### src/rtl/oled_task_mux_pkg.sv
// oled_task_mux_pkg: shared FSM states, RGB565 field bounds, black pixel and 7-seg hex table
package oled_task_mux_pkg;

    typedef enum logic [1:0] {MENU, ENTER_BLK, RUN, EXIT_BLK} state_t;

    localparam int R_HI = 15;
    localparam int R_LO = 11;
    localparam int G_HI = 10;
    localparam int G_LO = 5;
    localparam int B_HI = 4;
    localparam int B_LO = 0;

    localparam logic [15:0] COLOR_BLACK = 16'h0000;

    // active-low gfedcba segments, index 0..F
    localparam logic [15:0][6:0] SEG_HEX = {
        7'h0E, 7'h06, 7'h21, 7'h46, 7'h03, 7'h08, 7'h10, 7'h00,
        7'h78, 7'h02, 7'h12, 7'h19, 7'h30, 7'h24, 7'h79, 7'h40
    };

    // halve each RGB565 field independently so no bit bleeds into a neighbour field
    function automatic logic [15:0] dim565(input logic [15:0] p);
        return {1'b0, p[R_HI:R_LO+1], 1'b0, p[G_HI:G_LO+1], 1'b0, p[B_HI:B_LO+1]};
    endfunction

endpackage

### src/rtl/oled_task_mux_btn_debounce.sv
// btn_debounce: 2-FF synchroniser plus stable-high counter, one press pulse per hold
module btn_debounce #(
    parameter int DEBOUNCE_CYCLES = 200000
) (
    input  logic clk,
    input  logic reset_n,
    input  logic btn_in,
    output logic press
);

    localparam int CW = $clog2(DEBOUNCE_CYCLES + 1);
    localparam logic [CW-1:0] LAST = CW'(DEBOUNCE_CYCLES - 1);
    localparam logic [CW-1:0] TOP = CW'(DEBOUNCE_CYCLES);

    logic [1:0] sync;
    logic [CW-1:0] cnt;

    // counter saturates at TOP so a held button never re-fires
    always_ff @(posedge clk or negedge reset_n)
        if (!reset_n) begin
            sync  <= '0;
            cnt   <= '0;
            press <= 1'b0;
        end else begin
            sync  <= {sync[0], btn_in};
            cnt   <= !sync[1] ? '0 : cnt == TOP ? cnt : cnt + 1'b1;
            press <= sync[1] && cnt == LAST;
        end

endmodule

### src/rtl/oled_task_mux.sv
// oled_task_mux: menu-driven selector of task pixel sources with blank frames around switches; OLED_TASK_MUX_SEG_EN shows the task digit on the 7-seg
module oled_task_mux
    import oled_task_mux_pkg::*;
#(
    parameter int NUM_TASKS       = 4,
    parameter int PIX_W           = 16,
    parameter int SW_W            = 16,
    parameter int DEBOUNCE_CYCLES = 200000,
    parameter int BLANK_FRAMES    = 2
) (
    input  logic                         clk,
    input  logic                         reset_n,
    input  logic                         btn_next,
    input  logic                         btn_prev,
    input  logic                         btn_sel,
    input  logic [SW_W-1:0]              sw,
    input  logic                         frame_begin,
    input  logic [NUM_TASKS*PIX_W-1:0]   task_pixel,
    output logic [PIX_W-1:0]             pixel_data,
    output logic [NUM_TASKS-1:0]         task_run,
    output logic [$clog2(NUM_TASKS)-1:0] cursor,
    output logic                         reject,
    output logic [7:0]                   seg,
    output logic [3:0]                   an
);

    localparam int CW = $clog2(NUM_TASKS);
    localparam int FW = $clog2(BLANK_FRAMES + 1);
    localparam logic [CW-1:0] CUR_LAST = CW'(NUM_TASKS - 1);
    localparam logic [FW-1:0] FRM_LAST = FW'(BLANK_FRAMES - 1);

    state_t state;
    logic [FW-1:0] fcnt;
    logic p_next, p_prev, p_sel, last_frame;
    logic [PIX_W-1:0] sel_pix;

    btn_debounce #(.DEBOUNCE_CYCLES(DEBOUNCE_CYCLES)) u_next (.clk(clk), .reset_n(reset_n), .btn_in(btn_next), .press(p_next));
    btn_debounce #(.DEBOUNCE_CYCLES(DEBOUNCE_CYCLES)) u_prev (.clk(clk), .reset_n(reset_n), .btn_in(btn_prev), .press(p_prev));
    btn_debounce #(.DEBOUNCE_CYCLES(DEBOUNCE_CYCLES)) u_sel  (.clk(clk), .reset_n(reset_n), .btn_in(btn_sel),  .press(p_sel));

    assign last_frame = frame_begin && fcnt == FRM_LAST;

    // cursor task source; out-of-range cursor values fall back to zero
    always_comb begin
        sel_pix = '0;
        for (int k = 0; k < NUM_TASKS; k++)
            if (cursor == CW'(k)) sel_pix = task_pixel[k*PIX_W +: PIX_W];
    end

    // menu/blank/run sequencing; the frame counter clears on every state entry
    always_ff @(posedge clk or negedge reset_n)
        if (!reset_n) begin
            state    <= MENU;
            cursor   <= '0;
            fcnt     <= '0;
            task_run <= '0;
            reject   <= 1'b0;
        end else begin
            reject <= 1'b0;
            case (state)
                MENU:
                    if (p_sel) begin
                        if (sw[cursor]) begin
                            state <= ENTER_BLK;
                            fcnt  <= '0;
                        end else
                            reject <= 1'b1;
                    end else if (p_next && !p_prev)
                        cursor <= cursor == CUR_LAST ? '0 : cursor + 1'b1;
                    else if (p_prev && !p_next)
                        cursor <= cursor == '0 ? CUR_LAST : cursor - 1'b1;
                ENTER_BLK:
                    if (last_frame) begin
                        state    <= RUN;
                        fcnt     <= '0;
                        task_run <= NUM_TASKS'(1) << cursor;
                    end else if (frame_begin)
                        fcnt <= fcnt + 1'b1;
                RUN:
                    if (p_sel || !sw[cursor]) begin
                        state    <= EXIT_BLK;
                        fcnt     <= '0;
                        task_run <= '0;
                    end
                default:
                    if (last_frame) begin
                        state <= MENU;
                        fcnt  <= '0;
                    end else if (frame_begin)
                        fcnt <= fcnt + 1'b1;
            endcase
        end

    // registered pixel: dimmed preview in menu, raw source while running, black while blanked
    always_ff @(posedge clk or negedge reset_n)
        if (!reset_n)
            pixel_data <= '0;
        else
            pixel_data <= state == MENU ? PIX_W'(dim565(16'(sel_pix))) :
                          state == RUN  ? sel_pix : PIX_W'(COLOR_BLACK);

`ifdef OLED_TASK_MUX_SEG_EN
    logic [6:0] digit;
    assign digit = SEG_HEX[4'(cursor) + 4'd1];

    // task number (cursor+1) on the rightmost digit; dp lit marks the menu preview
    always_ff @(posedge clk or negedge reset_n)
        if (!reset_n) begin
            seg <= 8'hFF;
            an  <= 4'hF;
        end else begin
            seg <= state == RUN ? {1'b1, digit} : state == MENU ? {1'b0, digit} : 8'hFF;
            an  <= state == RUN || state == MENU ? 4'b1110 : 4'hF;
        end
`else
    assign seg = 8'hFF;
    assign an  = 4'hF;
`endif

endmodule

### config.mk
export PLATFORM = sky130hd
export DESIGN_NAME = oled_task_mux
export DESIGN_NICKNAME = d
export VERILOG_FILES = /design/src/rtl/oled_task_mux_pkg.sv /design/src/rtl/oled_task_mux_btn_debounce.sv /design/src/rtl/oled_task_mux.sv
export SDC_FILE = /design/constraint.sdc
export NUM_CORES = 1
export LEC_CHECK = 0
export ABC_AREA = 1
export BUFFER_PORTS_ARGS = -buffer_cell sky130_fd_sc_hd__buf_2
export CAP_MARGIN = 15
export CORE_MARGIN = 2
export CORE_UTILIZATION = 30
export CTS_BUF_LIST = sky130_fd_sc_hd__clkbuf_2 sky130_fd_sc_hd__clkbuf_4 sky130_fd_sc_hd__clkbuf_8
export DETAILED_ROUTE_END_ITERATION = 7
export PLACE_DENSITY = 0.56
export SLEW_MARGIN = 5
export SYNTH_ARGS = -nofsm -noshare
export SYNTH_HDL_FRONTEND = slang
export SYNTH_HIERARCHICAL = 1
export SYNTH_SLANG_ARGS = --single-unit
### constraint.sdc
create_clock -name clk -period 1.8 [get_ports clk]
set_input_delay 0.36 -clock clk [delete_from_list [all_inputs] [get_ports clk]]
set_output_delay 0.36 -clock clk [all_outputs]
set_load 0.02 [all_outputs]
==> results.md, run 1 <==
- Status: complete, but fails checks
- Failing checks: design-rule violations
- Largest net degree at the start of global routing: 43
- Unrepaired setup endpoints after global routing: false
- Power per Cell Area: 604 nW/um^2
- Final setup viols: 0
- Total routed wirelength: 13,600 um
- Pins Over Slew Limit: 0
- Top-count cell post-synth: nand2_1
- Leak Pwr: a little over 3 nW
- Longest Clk Path Bufs: 2
- DR vias: between 4,000 and 5,000
- Worst Hold End: u_sel/sync[0]$_DFF_PN0_
- Routed len/inst: 12.6 um
- Worst min path class: in -> reg
- Insertion delay to the later sink of the worst-skew pair: 0.38 ns
- Total of max-cap violations: 0
- DPL Wire Length: between 10,000 and 15,000 um
- IO Pins: 121
- Clock sinks: 90
- Routability cong.: 0.843
- Clock tree from TritonCTS: built
- GRT Total Usage: 14.4%
- Max Fanout on Critical Path: 16
- TritonRoute pass-1 iters: 8
- R2R Path Start: cursor[0]$_DFFE_PN0P_
- Leading area contributor after synthesis: dfrtp_1
- Worst-path clk slew: 0.09 ns
- CP peak stage delay: about 0.43 ns
- Post-synthesis cell area: about 5600 sq um
- Final period util: between 90% and 100%
- Synth cell count leaders: nand2_1 (167), nor2_1 (124), dfrtp_1 (90)
- Seq/Total Area, Yosys: 40.5%
- Maximum vdd drop: 0.000323 V
- Mapped Cells: 735
- Min Tclk post-route: about 1.6 ns
- Initial antenna violation count: 0
- Setup ws final: 0.165 ns
- Critical-path cell list: inv_2 > ha_1 > inv_2 > nor2_8 > a21boi_0 > o21ai_0 > nand3_1 > nand2_1
- Input/output buffers: 96
- Top-area cell type share of the netlist area: about two fifths
- Final Skew: 0.00620 ns
- Most used cell, CP: inv_2
- Die Y-Extent: 140 um
- Syn. warnings: 6
- Setup WS pre-CTS: 0.0535 ns
- Initial Utilization: 30.7%
- CP endpoint kind: flop
- Nets: approximately 940
- Rows: a little under 50
- Die area: 19,600 sq um
- Worst setup SP type: flop
- Die Width: 140 um
- Setup TNS: 0 ns
- Crit-path slowest cell: dfrtp_1
- Layout area overhead: 17.5%
- FMAX: 611 MHz
- Async S/R FF share, synth: 100%
- Post-CTS setup buffer count: 0
- Final hold vios: 0
- Critical Path RT: 2.12 ns
- CTS Buf Count: 9
- Worst setup path class: reg -> reg
- Worst R2R Setup Slack: about 0.16 ns
- Post-synth cell types: between 40 and 50
- EDFF count, synth: 0
- Hold path startpoint: btn_sel
- Ys flop type: dfrtp_1
- Hold path depth: 1
- Seq cells post-synth: 90
- Endpoint of the lowest-slack register-to-register path: pixel_data[7]$_DFF_PN0_
- Worst reg2reg path depth: 8
- Syn Area/Cell: 7.56 sq um
- Tot Pwr: 0.00394 W
- Routed Antenna Nets: 0
- Number of global-route vias before repair: 4,696
- Synth top area cells: dfrtp_1 (41%), nand2_1 (11%), nor2_1 (8.4%)
- Residual DRC: 20
- GRT overflow: 0
- Root buffer cell: clkbuf_8
- First-pass GRT wire length: 22,900 um
- Initial DRC count: 366
- Core box area: between 15,000 and 20,000 sq um
- Share of layout cells above drive strength 1: 22.7%
- Htree depth: 3
- Worst Path Arrival: between 1.5 and 2 ns
- # diodes: 0
- Vias per cell: 4.59
-- critical path, delay by kind of cell, from the launching register on --
family                     cells  cell delay (ns)
AOI/OAI and AO/OA              2             0.37
adders and majority gates      1             0.18
buffers and inverters          2             0.19
and+or+nand+nor                3             0.42
DFF                            1             0.43
-- power breakdown --
part	internal (W)	switching, W
Clock	0.000725	0.000789
Sequential	0.00206	0.0000282
Combinational	0.000134	0.000211
Total	0.00292	0.00103
-- area by class of cell --
| cell class | instances | area (sq um) |
|---|---|---|
| Clock buffer | 11 | 151 |
| Clock inverter | 5 | 61.3 |
| Fill cell | 1922 | 11600 |
| Inverter | 66 | 248 |
| Multi-Input combinational cell | 563 | 2870 |
| Sequential cell | 90 | 2250 |
| Tap cell | 229 | 287 |
| Timing Repair Buffer | 114 | 658 |
-- metal layers --
metal	wire length (um)	global-route usage [%]	up-vias
li1	-	-	2550
met1	6230	18.0	2249
met2	6400	25.0	141
met3	788	3.49	10
met4	143	3.62	0
met5	0	0	-
-- flip-flops by register name (all words and copies together), names as in the netlist --
signal / flops
u_next/cnt: 18
u_prev/cnt: 18
u_sel/cnt: 18
pixel_data: 16
task_run: 4
cursor: 2
fcnt: 2
state: 2
u_next/sync: 2
u_prev/sync: 2
u_sel/sync: 2
reject: 1
u_next/press: 1
u_prev/press: 1
u_sel/press: 1
-- per-stage QoR --
step | instance area (sq um) | utilization, % | hold slack (ns) | cells
floorplan | 5600 | - | 0.0644 | 746
global placement | 6300 | 34.9 | 0.280 | 1061
detailed placement | 6300 | 34.9 | 0.276 | 1061
CTS | 6530 | 36.1 | 0.0561 | 1078
global route | 6530 | 36.1 | 0.0561 | 1078
finish | 6530 | 36.1 | 0.0824 | 1078
-- cell usage in the layout (no fill, tap or decap), types with 4 or more instances in the layout --
cell type  synthesis  layout
dfrtp_1           90      90
nor2_4            13      13
nand3_1           64      64
nor2_2             6       6
buf_4             14      15
nand4_1           15      15
inv_1             60      59
clkbuf_8           3      11
inv_2              6       7
xnor2_1            8       8
a21boi_1           4       4
a21boi_0           5       5
o21ai_0           33      29
nand2_2           15      15
buf_2              3      95
o21ai_2            4       4
nand2_1          167     167
ha_1              14      13
or2_2              8       8
xor2_1             6       6
o21ai_1            4       8
conb_1             1      12
a21oi_1           29      29
nor3_1             6       6
nor2_1           124     124
-- repair_timing --
| item | CTS | global route |
|---|---|---|
| hold buffers | 1 | 0 |
| endpoints found under the hold margin | 19 | 0 |
| setup endpoints to repair | 0 | 7 |
| resized for setup | 0 | 6 |
-- cells by family (layout without fill, tap and decap cells) --
kind of cell	after synthesis	in the layout	share of synthesized area, %
flip-flops	90	90	40.5
AO/OA/AOI/OAI	90	90	9.43
AND/OR/NAND/NOR	433	433	36.0
other	1	12	0.0675
XOR/XNOR	14	14	2.21
adder cells (fa/ha/maj)	14	14	3.15
buffers and inverters	93	196	8.60
-- how the worst max path moves through the flow --
stage,from,endpoint,slack [ns],cells after the start
final,cursor[0]$_DFFE_PN0P_,pixel_data[7]$_DFF_PN0_,0.16,8
after global routing,cursor[0]$_DFFE_PN0P_,pixel_data[3]$_DFF_PN0_,0.02,8
after CTS,cursor[1]$_DFFE_PN0P_,pixel_data[7]$_DFF_PN0_,0.03,8
after detailed placement,cursor[1]$_DFFE_PN0P_,pixel_data[7]$_DFF_PN0_,0.05,8
after global placement,cursor[1]$_DFFE_PN0P_,pixel_data[7]$_DFF_PN0_,0.08,8
after floorplan,cursor[1]$_DFFE_PN0P_,pixel_data[14]$_DFF_PN0_,0.20,10
Note: power is estimated with default switching activity, not from simulation.
==> inputs of run 2 (changes only) <==
- SYNTH_HIERARCHICAL: 1 -> not set
==> results.md, run 2 <==
- Clock sinks: 90
- Critical-path cell list: inv_2 > ha_2 > inv_1 > nor2_8 > buf_12 > nand2_1 > nand2_1 > o21ai_0 > nand2_1 > nand2_1 > nand2_1
- Worst R2R Setup Slack: 0.15 ns
- Seq/Total Area, Yosys: 41.4%
- Hold path depth: 1
- GRT busiest layer: met2
- Top-area cell type share of the netlist area: between 40% and 50%
- Critical Path RT: 2.13 ns
- Root buffer cell: clkbuf_8
- CP endpoint kind: flop
- Residual DRC: 0
- Design area: 6530 sq um
- Worst setup path class: reg -> reg
- Vias per cell: 4.51
- Seq cells post-synth: 90
- Die Y-Extent: 139 um
- Nets: 961
- Die Width: between 100 and 150 um
- Post-synth cell types: 40
- Total of max-cap violations: 0
- Initial DRC count: 205
- Final period util: 91.5%
- TritonRoute pass-1 iters: 4
- Most used cell, CP: nand2_1
- Area after DPL: between 6000 and 7000 sq um
- Synth cell count leaders: nand2_1 (211), nor2_1 (95), dfrtp_1 (90)
- Routed Antenna Nets: 0
- Rows: 49
- Post-synthesis cell area: 5440 sq um
- Regs by FF count: u_next.cnt x18, u_prev.cnt x18, u_sel.cnt x18
- Unrepaired setup endpoints after global routing: false
- End of the critical path: pixel_data[11]$_DFF_PN0_
- Synth top area cells: dfrtp_1 (41%), nand2_1 (15%), nor2_1 (6.6%)
- Routed len/inst: 12.1 um
- Largest net degree at the start of global routing: 35
- Utilization after layout: 36.5%
- Register Area: roughly 2300 sq um
- Leak Pwr: 3.24 nW
- Filler instances: 1,941
- # diodes: 0
- Share of layout cells above drive strength 1: 21.4%
- DR vias: a little under 5,000
- Insertion delay to the later sink of the worst-skew pair: approximately 0.38 ns
- Routability cong.: ~0.8
- Status: finished clean
- Final hold vios: 0
- Worst min path class: in -> reg
- DPL Wire Length: 10,300 um
- Final Skew: 0.0150 ns
- Leading area contributor after synthesis: dfrtp_1
- Htree depth: 3
- Min Tclk post-route: about 1.6 ns
- Async S/R FF share, synth: 100%
- Endpoint of the lowest-slack register-to-register path: pixel_data[11]$_DFF_PN0_
- Syn. warnings: 0
- Area of the multi-input gates: 2780 sq um
- Core box area: about 18,000 sq um
- Maximum vdd drop: 0.000361 V
- Number of global-route vias before repair: approximately 4,700
- Worst setup SP type: flop
- Crit-path slowest cell: dfrtp_2
- IO Pins: between 100 and 150
- Worst-path clk slew: 0.10 ns
- Total routed wirelength: 13,200 um
- Initial antenna violation count: 0
- Most common cell after layout, fill and taps aside: nand2_1
- Input/output buffers: 96
- GRT Total Usage: between 10% and 20%
- Worst Path Arrival: 1.98 ns
- Syn Area/Cell: 7.30 sq um
- Setup TNS: 0 ns
- Die area: 19,200 sq um
- GRT overflow: 0
- Tot Pwr: 0.00402 W
- FMAX: 607 MHz
- Initial Utilization: 30.4%
- EDFF count, synth: 0
- Pins Over Slew Limit: 0
- Grt met2 use: between 20 and 25%
- CP startpoint: cursor[0]$_DFFE_PN0P_
- R2R Path Start: cursor[0]$_DFFE_PN0P_
- Most frequent cells in the layout: nand2_1 (211), nor2_1 (95), buf_2 (95)
- Longest Clk Path Bufs: 2
- CTS Buf Count: 9
- Global routing met1 resource utilization: approximately a fifth
- Mapped Cells: 746
- Final setup viols: 0
- Top-count cell post-synth: nand2_1
- Layout area overhead: 20.0%
- Power per Cell Area: 615 nW/um^2
- Met3 usage: 3.83%
- Ys flop type: dfrtp_1
- Worst reg2reg path depth: 11
- First-pass GRT wire length: 22,800 um
- Clock tree from TritonCTS: built
- CP peak stage delay: 0.45 ns
- Max Fanout on Critical Path: 12
run 2: cell types whose count changed in the layout (fill, tap and decap cells not counted), moves of 5 or more:
cell,before,now
inv_1,59,69
a21oi_1,29,35
nor2_1,124,95
nand2_1,167,211
nor2_4,13,7
o21ai_1,8,2
a21boi_0,5,0
nand2_2,15,9
run 2: how the worst min path moves through the flow:
stage                   from                         end  slack [ns]
floorplan            reset_n       cursor[0]$_DFFE_PN0P_        0.06
global placement     reset_n  u_next.cnt[15]$_DFFE_PN0P_        0.32
detailed placement   reset_n  u_next.cnt[11]$_DFFE_PN0P_        0.32
CTS                  btn_sel     u_sel.sync[0]$_DFF_PN0_        0.06
global route        btn_next    u_next.sync[0]$_DFF_PN0_        0.05
finish               btn_sel     u_sel.sync[0]$_DFF_PN0_        0.09
run 2: per-layer routing:
metal | up-vias | share of wire (%)
met3 | 17 | 5.7
li1 | 2574 | -
met1 | 2222 | 48
met2 | 123 | 44
met4 | 0 | 2.3
met5 | - | 0
run 2: final cells by class:
| cell class | count | share of cell area (%) |
|---|---|---|
| Multi-Input combinational cell | 564 | 42.6 |
| Sequential cell | 90 | 34.5 |
| Timing Repair Buffer | 118 | 10.6 |
| Inverter | 77 | 4.48 |
| Tap cell | 229 | 4.39 |
| Clock buffer | 10 | 2.11 |
| Clock inverter | 6 | 1.36 |
run 2: critical path, delay by kind of cell, from the launching register on:
kind	cells	cell delay (ns)
DFF	1	0.45
AOI/OAI and AO/OA	1	0.09
buffers and inverters	3	0.35
adders and majority gates	1	0.21
and+or+nand+nor	6	0.49
run 2: logic make-up after synthesis:
logic type	synth area share (%)
other	0.0689
buffers and inverters	8.39
flip-flops	41.4
XOR/XNOR	2.41
adder cells (fa/ha/maj)	3.45
AND/OR/NAND/NOR	37.2
AO/OA/AOI/OAI	7.08
run 2: where the power goes:
part,internal (W),switching [W],total (W)
sequential,0.00206,0.0000349,0.00209
clock,0.000822,0.000769,0.00159
combinational,0.000131,0.000205,0.000337
total,0.00301,0.00101,0.00402
run 2: per-stage QoR:
stage	hold WS (ns)	instances	setup slack (ns)
6_report	0.0859	1094	0.152
3_3_place_gp	0.322	1070	0.119
5_1_grt	0.0533	1094	0.0146
3_5_place_dp	0.321	1070	0.0946
2_1_floorplan	0.0644	757	0.195
4_1_cts	0.0599	1087	0.0823
run 2: timing repair:
| action | in CTS | in global routing |
|---|---|---|
| hold endpoints to repair | 26 | 0 |
| setup endpoints to repair | 0 | 13 |
| buffers inserted | 0 | 7 |
| resized for setup | 0 | 6 |
| hold buffers | 1 | 0 |
